<file path="config.mk">
export PLATFORM = sky130hd
export DESIGN_NAME = v_ddr_rd_stream_flat
export DESIGN_NICKNAME = d
export VERILOG_FILES = /design/src/rtl/v_ddr_rd_stream_if.sv /design/src/rtl/v_ddr_rd_stream.sv /design/src/flat_wrapper.sv
export SDC_FILE = /design/constraint.sdc
export NUM_CORES = 1
export LEC_CHECK = 0
export BUFFER_PORTS_ARGS = -buffer_cell sky130_fd_sc_hd__buf_4
export CELL_PAD_IN_SITES_DETAIL_PLACEMENT = 0
export CELL_PAD_IN_SITES_GLOBAL_PLACEMENT = 2
export CORE_UTILIZATION = 39
export DETAILED_ROUTE_END_ITERATION = 12
export MAX_ROUTING_LAYER = met4
export PLACE_DENSITY_LB_ADDON = 0.1
export SLEW_MARGIN = 20
export SYNTH_ARGS = -nofsm -noshare
export SYNTH_HDL_FRONTEND = slang
export SYNTH_SLANG_ARGS = --single-unit
</file>
<file path="constraint.sdc">
create_clock -name clk -period 10.82 [get_ports clk]
set_clock_uncertainty 0.2 [all_clocks]
set_input_delay 2.164 -clock clk [delete_from_list [all_inputs] [get_ports clk]]
set_output_delay 2.164 -clock clk [all_outputs]
set_load 0.01 [all_outputs]
</file>
<file path="src/rtl/v_ddr_rd_stream_if.sv">
// Read-stream bundle for the vector load path: the transfer command, the
// returned valid/ready/last stream, and the synchronous DDR read port.
interface v_ddr_rd_stream_if #(
    parameter int DDR_DEPTH = 4096
);
    localparam int AW = $clog2(DDR_DEPTH);

    logic [31:0]   ctrl_raddr_offset;
    logic [31:0]   ctrl_rxfer_size;
    logic          ctrl_rstart;
    logic          ctrl_rdone;
    logic [31:0]   rd_tdata;
    logic          rd_tvalid;
    logic          rd_tready;
    logic          rd_tlast;
    logic          mem_en;
    logic [AW-1:0] mem_addr;
    logic [31:0]   mem_rdata;
    logic          busy;

    // Streaming engine side
    modport slave (
        input  ctrl_raddr_offset, ctrl_rxfer_size, ctrl_rstart,
        output ctrl_rdone,
        output rd_tdata, rd_tvalid, rd_tlast,
        input  rd_tready,
        output mem_en, mem_addr,
        input  mem_rdata,
        output busy
    );

    // Command issuer / stream consumer / memory side
    modport master (
        output ctrl_raddr_offset, ctrl_rxfer_size, ctrl_rstart,
        input  ctrl_rdone,
        input  rd_tdata, rd_tvalid, rd_tlast,
        output rd_tready,
        input  mem_en, mem_addr,
        output mem_rdata,
        input  busy
    );
endinterface

</file>
<file path="src/rtl/v_ddr_rd_stream.sv">
// Read-side DDR streaming engine. Latches a byte offset / byte length
// command, issues word reads to a synchronous-read DDR port and returns
// the words through a small FIFO as a valid/ready/last stream.
module v_ddr_rd_stream #(
    parameter int DDR_DEPTH  = 4096,
    parameter int FIFO_DEPTH = 2
) (
    input logic              clk,
    input logic              rstn,
    v_ddr_rd_stream_if.slave bus
);
    localparam int AW = $clog2(DDR_DEPTH);
    localparam int FW = $clog2(FIFO_DEPTH);
    localparam int CW = FW + 1;
    localparam logic [CW:0] FIFO_LIMIT = (CW+1)'(FIFO_DEPTH);

    typedef enum logic [1:0] {
        IDLE = 2'd0,
        READ = 2'd1,
        DONE = 2'd2
    } state_t;

    state_t        state_q, state_d;

    // Latched command and progress counters
    logic [29:0]   beats_q;
    logic [29:0]   issued_q;
    logic [29:0]   sent_q;
    logic [AW-1:0] addr_q;
    logic          inflight_q;

    // Output FIFO
    logic [31:0]   fifo_mem [FIFO_DEPTH];
    logic [FW-1:0] wr_ptr_q;
    logic [FW-1:0] rd_ptr_q;
    logic [CW-1:0] count_q;

    // Decoded command fields and handshake terms
    logic [29:0]   cmd_beats;
    logic [AW-1:0] cmd_word;
    logic          start_accept;
    logic          valid;
    logic          pop;
    logic          last;
    logic [CW:0]   occ_next;
    logic          issue;
    logic          busy_int;
    logic          done_int;
    logic          unused_cmd_bits;

    assign cmd_beats    = bus.ctrl_rxfer_size[31:2];
    assign cmd_word     = bus.ctrl_raddr_offset[AW+1:2];
    assign start_accept = (state_q == IDLE) && bus.ctrl_rstart;

    assign unused_cmd_bits = ^{bus.ctrl_raddr_offset[31:AW+2],
                               bus.ctrl_raddr_offset[1:0],
                               bus.ctrl_rxfer_size[1:0]};

    assign valid = (count_q != '0);
    assign pop   = valid && bus.rd_tready;
    assign last  = valid && (sent_q == beats_q - 30'd1);

    // Words already in the FIFO plus the one still coming back from memory,
    // less the beat leaving this cycle, must leave room for a new read.
    assign occ_next = {1'b0, count_q} + (CW+1)'(inflight_q) - (CW+1)'(pop);

    // Next-state and per-state outputs
    always_comb begin
        state_d  = state_q;
        issue    = 1'b0;
        busy_int = 1'b0;
        done_int = 1'b0;
        unique case (state_q)
            IDLE: begin
                if (bus.ctrl_rstart) begin
                    state_d = (cmd_beats != '0) ? READ : DONE;
                end
            end
            READ: begin
                busy_int = 1'b1;
                issue    = (issued_q < beats_q) && (occ_next < FIFO_LIMIT);
                if (pop && last) begin
                    state_d = DONE;
                end
            end
            DONE: begin
                done_int = 1'b1;
                state_d  = IDLE;
            end
            default: state_d = IDLE;
        endcase
    end

    // State register
    always_ff @(posedge clk or negedge rstn) begin
        if (!rstn) begin
            state_q <= IDLE;
        end else begin
            state_q <= state_d;
        end
    end

    // Command latch, read address and issue/sent counters
    always_ff @(posedge clk or negedge rstn) begin
        if (!rstn) begin
            beats_q  <= '0;
            issued_q <= '0;
            sent_q   <= '0;
            addr_q   <= '0;
        end else if (start_accept) begin
            beats_q  <= cmd_beats;
            issued_q <= '0;
            sent_q   <= '0;
            addr_q   <= cmd_word;
        end else begin
            if (issue) begin
                issued_q <= issued_q + 30'd1;
                addr_q   <= addr_q + AW'(1);
            end
            if (pop) begin
                sent_q <= sent_q + 30'd1;
            end
        end
    end

    // Marks a read whose data appears on mem_rdata this cycle
    always_ff @(posedge clk or negedge rstn) begin
        if (!rstn) begin
            inflight_q <= 1'b0;
        end else begin
            inflight_q <= issue;
        end
    end

    // FIFO write side: capture returning memory data
    always_ff @(posedge clk or negedge rstn) begin
        if (!rstn) begin
            for (int unsigned i = 0; i < FIFO_DEPTH; i++) begin
                fifo_mem[i] <= '0;
            end
            wr_ptr_q <= '0;
        end else if (inflight_q) begin
            fifo_mem[wr_ptr_q] <= bus.mem_rdata;
            wr_ptr_q           <= wr_ptr_q + FW'(1);
        end
    end

    // FIFO read side and occupancy
    always_ff @(posedge clk or negedge rstn) begin
        if (!rstn) begin
            rd_ptr_q <= '0;
            count_q  <= '0;
        end else begin
            if (pop) begin
                rd_ptr_q <= rd_ptr_q + FW'(1);
            end
            count_q <= count_q + CW'(inflight_q) - CW'(pop);
        end
    end

    assign bus.mem_en     = issue;
    assign bus.mem_addr   = addr_q;
    assign bus.busy       = busy_int;
    assign bus.ctrl_rdone = done_int;
    assign bus.rd_tvalid  = valid;
    assign bus.rd_tdata   = fifo_mem[rd_ptr_q];
    assign bus.rd_tlast   = last;
endmodule

</file>
<file path="src/flat_wrapper.sv">
// flat-port wrapper written by rule: the top's interface ports become plain ports
module v_ddr_rd_stream_flat 
#(
    parameter int DDR_DEPTH  = 4096,
    parameter int FIFO_DEPTH = 2
)
  (clk, rstn, bus_ctrl_raddr_offset, bus_ctrl_rxfer_size, bus_ctrl_rstart, bus_ctrl_rdone, bus_rd_tdata, bus_rd_tvalid, bus_rd_tlast, bus_rd_tready, bus_mem_en, bus_mem_addr, bus_mem_rdata, bus_busy);
  v_ddr_rd_stream_if #(.DDR_DEPTH(DDR_DEPTH)) bus_i ();
  input logic clk;
  input logic rstn;
  input wire logic [$bits(bus_i.ctrl_raddr_offset)-1:0] bus_ctrl_raddr_offset;
  input wire logic [$bits(bus_i.ctrl_rxfer_size)-1:0] bus_ctrl_rxfer_size;
  input wire logic [$bits(bus_i.ctrl_rstart)-1:0] bus_ctrl_rstart;
  output wire logic [$bits(bus_i.ctrl_rdone)-1:0] bus_ctrl_rdone;
  output wire logic [$bits(bus_i.rd_tdata)-1:0] bus_rd_tdata;
  output wire logic [$bits(bus_i.rd_tvalid)-1:0] bus_rd_tvalid;
  output wire logic [$bits(bus_i.rd_tlast)-1:0] bus_rd_tlast;
  input wire logic [$bits(bus_i.rd_tready)-1:0] bus_rd_tready;
  output wire logic [$bits(bus_i.mem_en)-1:0] bus_mem_en;
  output wire logic [$bits(bus_i.mem_addr)-1:0] bus_mem_addr;
  input wire logic [$bits(bus_i.mem_rdata)-1:0] bus_mem_rdata;
  output wire logic [$bits(bus_i.busy)-1:0] bus_busy;
  assign bus_i.ctrl_raddr_offset = bus_ctrl_raddr_offset;
  assign bus_i.ctrl_rxfer_size = bus_ctrl_rxfer_size;
  assign bus_i.ctrl_rstart = bus_ctrl_rstart;
  assign bus_ctrl_rdone = bus_i.ctrl_rdone;
  assign bus_rd_tdata = bus_i.rd_tdata;
  assign bus_rd_tvalid = bus_i.rd_tvalid;
  assign bus_rd_tlast = bus_i.rd_tlast;
  assign bus_i.rd_tready = bus_rd_tready;
  assign bus_mem_en = bus_i.mem_en;
  assign bus_mem_addr = bus_i.mem_addr;
  assign bus_i.mem_rdata = bus_mem_rdata;
  assign bus_busy = bus_i.busy;
  v_ddr_rd_stream #(.DDR_DEPTH(DDR_DEPTH), .FIFO_DEPTH(FIFO_DEPTH)) u_core (.clk(clk), .rstn(rstn), .bus(bus_i));
endmodule
</file>
==> metrics.md, run 1 <==
| Metric | Value |
|---|---|
| Port bufs | `126` |
| Startpoint types | `primary input` |
| Total track usage | `0.209` |
| Simple-Gate Fraction of Synth Area | `0.180` |
| Root Driver | `clkbuf_16` |
| Synth Flop Type | `dfrtp_1` |
| Core Rows | `57` |
| Worst IR drop on VDD | `between 0.0001 and 0.00015 V` |
| Dpl cell area | `approximately 0.011 mm^2` |
| Status | `complete, no violations` |
| Drt first pass iters | `5` |
| Synthesized-area fraction occupied by adder cells | `0.0468` |
| Worst Setup Path Type | `primary input to output port` |
| Setup TNS | `0 ps` |
| Worst setup EP type | `output port` |
| Avg Inst Size Synth | `~10 um^2` |
| Worst path arrival time | `around 5300 ps` |
| Post-route clock period utilization | `0.712` |
| H-tree depth | `4` |
| Die width | `around 160 um` |
| Mux share of post-synthesis cell area | `0.122` |
| Xor-xnor portion of the synthesized cell area | `0.0618` |
| Final hold vios | `0` |
| P_leak | `5.09 nW` |
| RSZ-0062 raised after global routing | `false` |
| Layout cell share with drive strength beyond 1 | `0.257` |
| Hold Path Class | `flip-flop to flip-flop` |
| Post-synthesis cell type count | `63` |
| ANT cells | `0` |
| Initial antenna violation count | `0` |
| Post-DP HPWL | `18000 um` |
| Yosys synthesis warning count | `0` |
| Drt drc | `0` |
| Worst Path Required | `approximately 8500 ps` |
| NumNets Final | `1238` |
| Initial DRC count | `420` |
| Max Slew Vio Count | `0` |
| I/O Pins | `~150` |
| Core ar. | `0.0245 mm^2` |
| EDFF count, synth | `0` |
| Routed WL | `24900 um` |
| Slew headroom | `0.349` |
| Clock transition at path regs | `about 70 ps` |
| Routability cong. | `0.824` |
| #FFs+latches synth | `173` |
| MaxCap Viol Count | `0` |
| Fmax | `roughly 0.13 GHz` |
| Crit-path max FO | `23` |
| Mapped Cells | `983` |
| Initial Utilization | `0.400` |
| Largest net degree at the start of global routing | `94` |
| Vias | `between 7000 and 8000` |
| Worst-skew pair later-pin latency | `440 ps` |
| DR vias/cell | `5.32` |
| Die area | `0.0257 mm^2` |
| Place WS | `3080 ps` |
| First-pass GRT wire length | `slightly above 40000 um` |
| Async set or reset register ratio after synthesis | `1.00` |
| PostCTS Resize Cnt | `0` |
| Finished Layout Cells | `1439` |
| Most frequent cells in the layout | `dfrtp_1 (173), buf_4 (137), mux2_2 (99), nand2_1 (80), nor2_1 (65)` |
| Sequential share of the synthesized area | `0.443` |
| Syn Nets | `1119` |
| Vias in the first global route | `7711` |
| Die height | `160 um` |
| Clock sink total | `173` |
| Combinational family with the most area after synthesis | `simple AND/OR/NAND/NOR gates` |
| Netlist Area Pre-Place | `0.00978 mm^2` |
| Total power | `2.86 mW` |
| Layout area overhead | `19.5%` |
| Total CTS buffers | `17` |
| Final setup margin | `3120 ps` |
| Endpoints failing setup | `0` |
| DP Cell Count | `1407` |
| Most common cell after layout, fill and taps aside | `dfrtp_1` |
| Fin crit period | `around 7700 ps` |
| ANT nets after route | `0` |
| Setup bufs post-CTS | `0` |
| Compound-cell area share of the yosys netlist | `0.111` |
| Post-CTS Hold Fix Bufs | `0` |
| GR Overflow Total | `0` |
| Fin area | `0.0117 mm^2` |
| TritonCTS clock tree | `done` |
| Deepest clock path buffer count | `2` |
| Cell Pwr Density | `244 mW/mm^2` |
| Wirelength per Cell | `17.3 um` |
| Worst-margin pin slew | `976 ps` |
final timing paths:
| path | from | endpoint | slack (ps) | cells past startpoint |
|---|---|---|---|---|
| max | bus_rd_tready | bus_mem_en | 3120 | 15 |
| min | u_core.rd_ptr_q$_DFFE_PN0P_ | u_core.rd_ptr_q$_DFFE_PN0P_ | 290 | 1 |
| max reg2reg | u_core.count_q[1]$_DFF_PN0_ | u_core.issued_q[24]$_DFFE_PN0P_ | 6120 | 13 |
| min reg2reg | u_core.rd_ptr_q$_DFFE_PN0P_ | u_core.rd_ptr_q$_DFFE_PN0P_ | 290 | 1 |
| max in group asynchronous | rstn | u_core.fifo_mem[56]$_DFFE_PN0P_ | 7030 | 3 |
| min in group asynchronous | rstn | u_core.sent_q[8]$_DFFE_PN0P_ | 1470 | 1 |
per-layer routing:
metal / vias up / track usage / part of all wire
met5: - / - / 0
met4: 0 / 0.0446 / 0.0080
met3: 17 / 0.0343 / 0.027
met2: 90 / 0.328 / 0.47
met1: 3755 / 0.284 / 0.49
li1: 3799 / - / -
cell type report:
| class | instances | area, um^2 |
|---|---|---|
| Inverter | 53 | 199 |
| Timing Repair Buffer | 138 | 1040 |
| Clock buffer | 17 | 425 |
| Fill cell | 2377 | 12800 |
| Tap cell | 324 | 405 |
| Multi-Input combinational cell | 719 | 5110 |
| Clock inverter | 15 | 188 |
| Sequential cell | 173 | 4330 |
synth_stat cells, types with 6 or more instances:
cell type	number	area [um^2]
xnor2_1	43	377
o31ai_1	14	105
nand2b_1	6	37.5
xor2_1	26	228
nor2_1	66	248
nor4_1	23	144
nor3_1	24	120
a21oi_1	47	235
clkbuf_1	29	109
nand3_1	34	170
nand4_1	37	231
a21o_1	11	82.6
o21ai_0	45	225
or3_1	6	37.5
mux2i_1	8	80.1
or4_1	10	75.1
mux2_2	99	1110
nand2_1	80	300
dfrtp_1	173	4330
nand3b_1	6	45.0
a2111oi_0	7	61.3
inv_1	53	199
ha_1	35	438
nor2b_1	6	37.5
and3_1	15	93.8
kinds of logic (layout without fill, tap and decap cells):
family                   after synthesis  after routing
buffers and inverters                 91            223
XOR/XNOR                              69             69
adder cells (fa/ha/maj)               36             36
flip-flops                           173            173
AO/OA/AOI/OAI                        167            167
multiplexers                         107            107
AND/OR/NAND/NOR                      340            340
registers in the layout, indices dropped and copies added (netlist names):
name / cells
u_core.fifo_mem: 64
u_core.beats_q: 30
u_core.issued_q: 30
u_core.sent_q: 30
u_core.bus.mem_addr: 12
u_core.count_q: 2
u_core.state_q: 2
u_core.inflight_q: 1
u_core.rd_ptr_q: 1
u_core.wr_ptr_q: 1
metrics by stage:
stage | hold WS, ps | util
global placement | 263 | 0.453
global route | 317 | 0.478
floorplan | 252 | -
finish | 293 | 0.478
detailed placement | 281 | 0.453
CTS | 294 | 0.478
power breakdown:
| part | leakage (nW) | internal, mW | switching (mW) |
|---|---|---|---|
| Sequential | 2.17 | 0.857 | 0.178 |
| Combinational | 2.63 | 0.602 | 0.588 |
| Clock | 0.294 | 0.316 | 0.314 |
| Total | 5.09 | 1.78 | 1.08 |
critical path: stages:
cell and delay [ps]:
buf_4 120, o21ai_1 280, inv_1 280, ha_1 350, inv_1 50, ha_1 130
inv_1 40, fa_1 470, inv_1 50, nor3_1 170, o2111ai_1 400, a21o_1 310
inv_1 50, buf_4 260, buf_4 180
(Power assumes the default switching activity.)
==> run 2: changes to the inputs <==
--- a/config.mk
+++ b/config.mk
@@ -8,7 +8,7 @@
 export BUFFER_PORTS_ARGS = -buffer_cell sky130_fd_sc_hd__buf_4
 export CELL_PAD_IN_SITES_DETAIL_PLACEMENT = 0
 export CELL_PAD_IN_SITES_GLOBAL_PLACEMENT = 2
-export CORE_UTILIZATION = 39
+export CORE_UTILIZATION = 36
 export DETAILED_ROUTE_END_ITERATION = 12
 export MAX_ROUTING_LAYER = met4
 export PLACE_DENSITY_LB_ADDON = 0.1
==> constraint.sdc (replaced) <==
create_clock -name clk -period 8 [get_ports clk]
set_clock_uncertainty 0.2 [all_clocks]
set_input_delay 1.6 -clock clk [delete_from_list [all_inputs] [get_ports clk]]
set_output_delay 1.6 -clock clk [all_outputs]
set_load 0.01 [all_outputs]
==> metrics.md, run 2 (same netlist as run 1, synthesis figures left out) <==
| Metric | Value |
|---|---|
| Fmax | `0.150 GHz` |
| Largest net degree at the start of global routing | `82 (-13%)` |
| Sequential share of power | `0.363 (about the same)` |
| Layout cell share with drive strength beyond 1 | `0.257 (-0.000667)` |
| Die width | `167 um (+4.0%)` |
| Wirelength per Cell | `17.6 um (+1.5%)` |
| Clock transition at path regs | `70 ps (about the same)` |
| PostCTS Resize Cnt | `0 (unchanged)` |
| Setup bufs post-CTS | `0 (unchanged)` |
| Total track usage | `0.200 (-0.00891)` |
| GR Overflow Total | `0 (unchanged)` |
| ANT cells | `0 (unchanged)` |
| Cell Pwr Density | `330 mW/mm^2 (+35%)` |
| P_sw | `1.46 mW (+35%)` |
| Final setup margin | `1320 ps (-1800 ps)` |
| TritonCTS clock tree | `done` |
| Initial antenna violation count | `0 (unchanged)` |
| Drt drc | `0 (unchanged)` |
| RSZ-0062 raised after global routing | `false` |
| Core ar. | `0.0264 mm^2 (+7.7%)` |
| Core Rows | `59 (+3.5%)` |
| Hold_ws | `276 ps (-16.5 ps)` |
| Layout area overhead | `19.6% (about the same)` |
| Register area | `0.00433 mm^2 (unchanged)` |
| Die area | `0.0278 mm^2 (+8.2%)` |
| Post-route clock period utilization | `0.835` |
| Worst IR drop on VDD | `0.000191 V (+48%)` |
| H-tree depth | `4 (unchanged)` |
| Biggest register | `u_core.fifo_mem` |
| Area of the multi-input gates | `0.00511 mm^2 (about the same)` |
| Port bufs | `126 (unchanged)` |
| Worst path arrival time | `4880 ps (-460 ps)` |
| Initial DRC count | `442 (+5.2%)` |
| Hold Path Class | `flip-flop to flip-flop` |
| Max Slew Vio Count | `0 (unchanged)` |
| Routed WL | `25500 um (+2.2%)` |
| Endpoints failing setup | `0 (unchanged)` |
| Status | `complete, no violations` |
| MaxCap Viol Count | `0 (unchanged)` |
| Place WS | `1260 ps (-1820 ps)` |
| Most common cell after layout, fill and taps aside | `dfrtp_1` |
| Routability cong. | `0.826 (+0.21%)` |
| Die height | `167 um (+4.0%)` |
| I/O Pins | `149 (unchanged)` |
| Logic pwr share | `0.419 (+0.002)` |
| Post-CTS Hold Fix Bufs | `0 (unchanged)` |
| P_leak | `5.08 nW (-0.12%)` |
| Clock power share | `0.218 (-0.003)` |
| Worst-skew pair later-pin latency | `440 ps (about the same)` |
| Post-DP HPWL | `18500 um (+3.3%)` |
| Fin crit period | `6680 ps` |
| Final hold vios | `0 (unchanged)` |
| Internal | `2.39 mW (+35%)` |
| DR vias/cell | `5.26 (-1.1%)` |
| Final core area utilization | `0.444 (-0.0343)` |
| Startpoint types | `primary input` |
| Root Driver | `clkbuf_16` |
| Vias | `7627 (-0.44%)` |
| Switching portion of total power | `0.379 (+0.00101)` |
| Initial Utilization | `0.371 (-0.0287)` |
| Drt first pass iters | `4 (-1)` |
| Worst setup EP type | `output port` |
| Clock sink total | `173 (unchanged)` |
| First-pass GRT wire length | `42400 um (+3.4%)` |
| ANT nets after route | `0 (unchanged)` |
| Setup TNS | `0 ps (unchanged)` |
| Vias in the first global route | `7859 (+1.9%)` |
| Total CTS buffers | `17 (unchanged)` |
| Worst Path Required | `6200 ps (-2260 ps)` |
| Max FFs per register | `64 (unchanged)` |
| Fill cells | `2585 (+8.8%)` |
| Slew headroom | `0.365 (+0.0156)` |
| Most frequent cells in the layout | `dfrtp_1 (173), buf_4 (135), mux2_2 (99), nand2_1 (80), nor2_1 (65)` |
| Deepest clock path buffer count | `2 (unchanged)` |
| NumNets Final | `1237 (-0.081%)` |
| Worst-margin pin slew | `951 ps (-25.2 ps)` |
| Crit-path max FO | `23 (unchanged)` |
| Worst Setup Path Type | `primary input to output port` |
run 2: cell types whose count changed in the layout (fill, tap and decap cells not counted):
cell        delta
clkinv_2       +1
nor2_4         +1
clkinv_8       -1
clkinvlp_4     -1
buf_4          -2
inv_8          -2
nor2_2         -1
inv_6          +4
buf_12         +1
inv_12         -1
run 2: metal layers:
metal,wire [um],up-vias,global-route usage
met1,12500,3715,0.265
met4,353,0,0.0527
met2,12100,99,0.320
met3,622,21,0.0278
met5,0,-,-
li1,-,3792,-
run 2: layout make-up:
| class | count | share of cell area |
|---|---|---|
| multi-input combinational | 719 | 0.437 |
| sequential | 173 | 0.370 |
| timing repair buffer | 137 | 0.0893 |
| clock buffer | 17 | 0.0364 |
| tap | 335 | 0.0358 |
| inverter | 53 | 0.0170 |
| clock inverter | 15 | 0.0141 |
run 2: power by group through the flow:
stage                     Clock (mW)  Combinational [mW]  Sequential (mW)
after global placement             0                1.62             1.41
after global routing           0.901                1.80             1.45
after floorplan                    0                1.10             1.35
after CTS                      0.866                1.65             1.40
final                          0.840                1.62             1.40
after detailed placement           0                1.64             1.42
run 2: through the flow:
step / power, mW / area [um^2] / std cells
global placement: 3.03 / 11100 / 1416
CTS: 3.91 / 11700 / 1448
detailed placement: 3.06 / 11100 / 1416
finish: 3.86 / 11700 / 1449
global route: 4.15 / 11700 / 1449
floorplan: 2.45 / 9780 / 983
run 2: critical path, cell delays in order:
cell and delay (ps):
buf_4 120, o21ai_1 310, inv_1 300, ha_1 350, inv_1 60, ha_1 130
inv_1 50, fa_1 470, inv_1 50, nor3_1 170, o2111ai_1 430, a21o_1 320
inv_1 50, buf_4 260, buf_4 180
run 2: worst paths after layout:
check | to | from | slack [ps] | cells after the start
min in group asynchronous | u_core.sent_q[7]$_DFFE_PN0P_ | rstn | 920 | 1
worst max-delay path | bus_mem_en | bus_rd_tready | 1320 | 15
max in group asynchronous | u_core.issued_q[29]$_DFFE_PN0P_ | rstn | 5440 | 2
worst min-delay path | u_core.rd_ptr_q$_DFFE_PN0P_ | u_core.rd_ptr_q$_DFFE_PN0P_ | 280 | 1
worst max register to register | u_core.issued_q[24]$_DFFE_PN0P_ | u_core.count_q[1]$_DFF_PN0_ | 3190 | 13
worst min register to register | u_core.rd_ptr_q$_DFFE_PN0P_ | u_core.rd_ptr_q$_DFFE_PN0P_ | 280 | 1
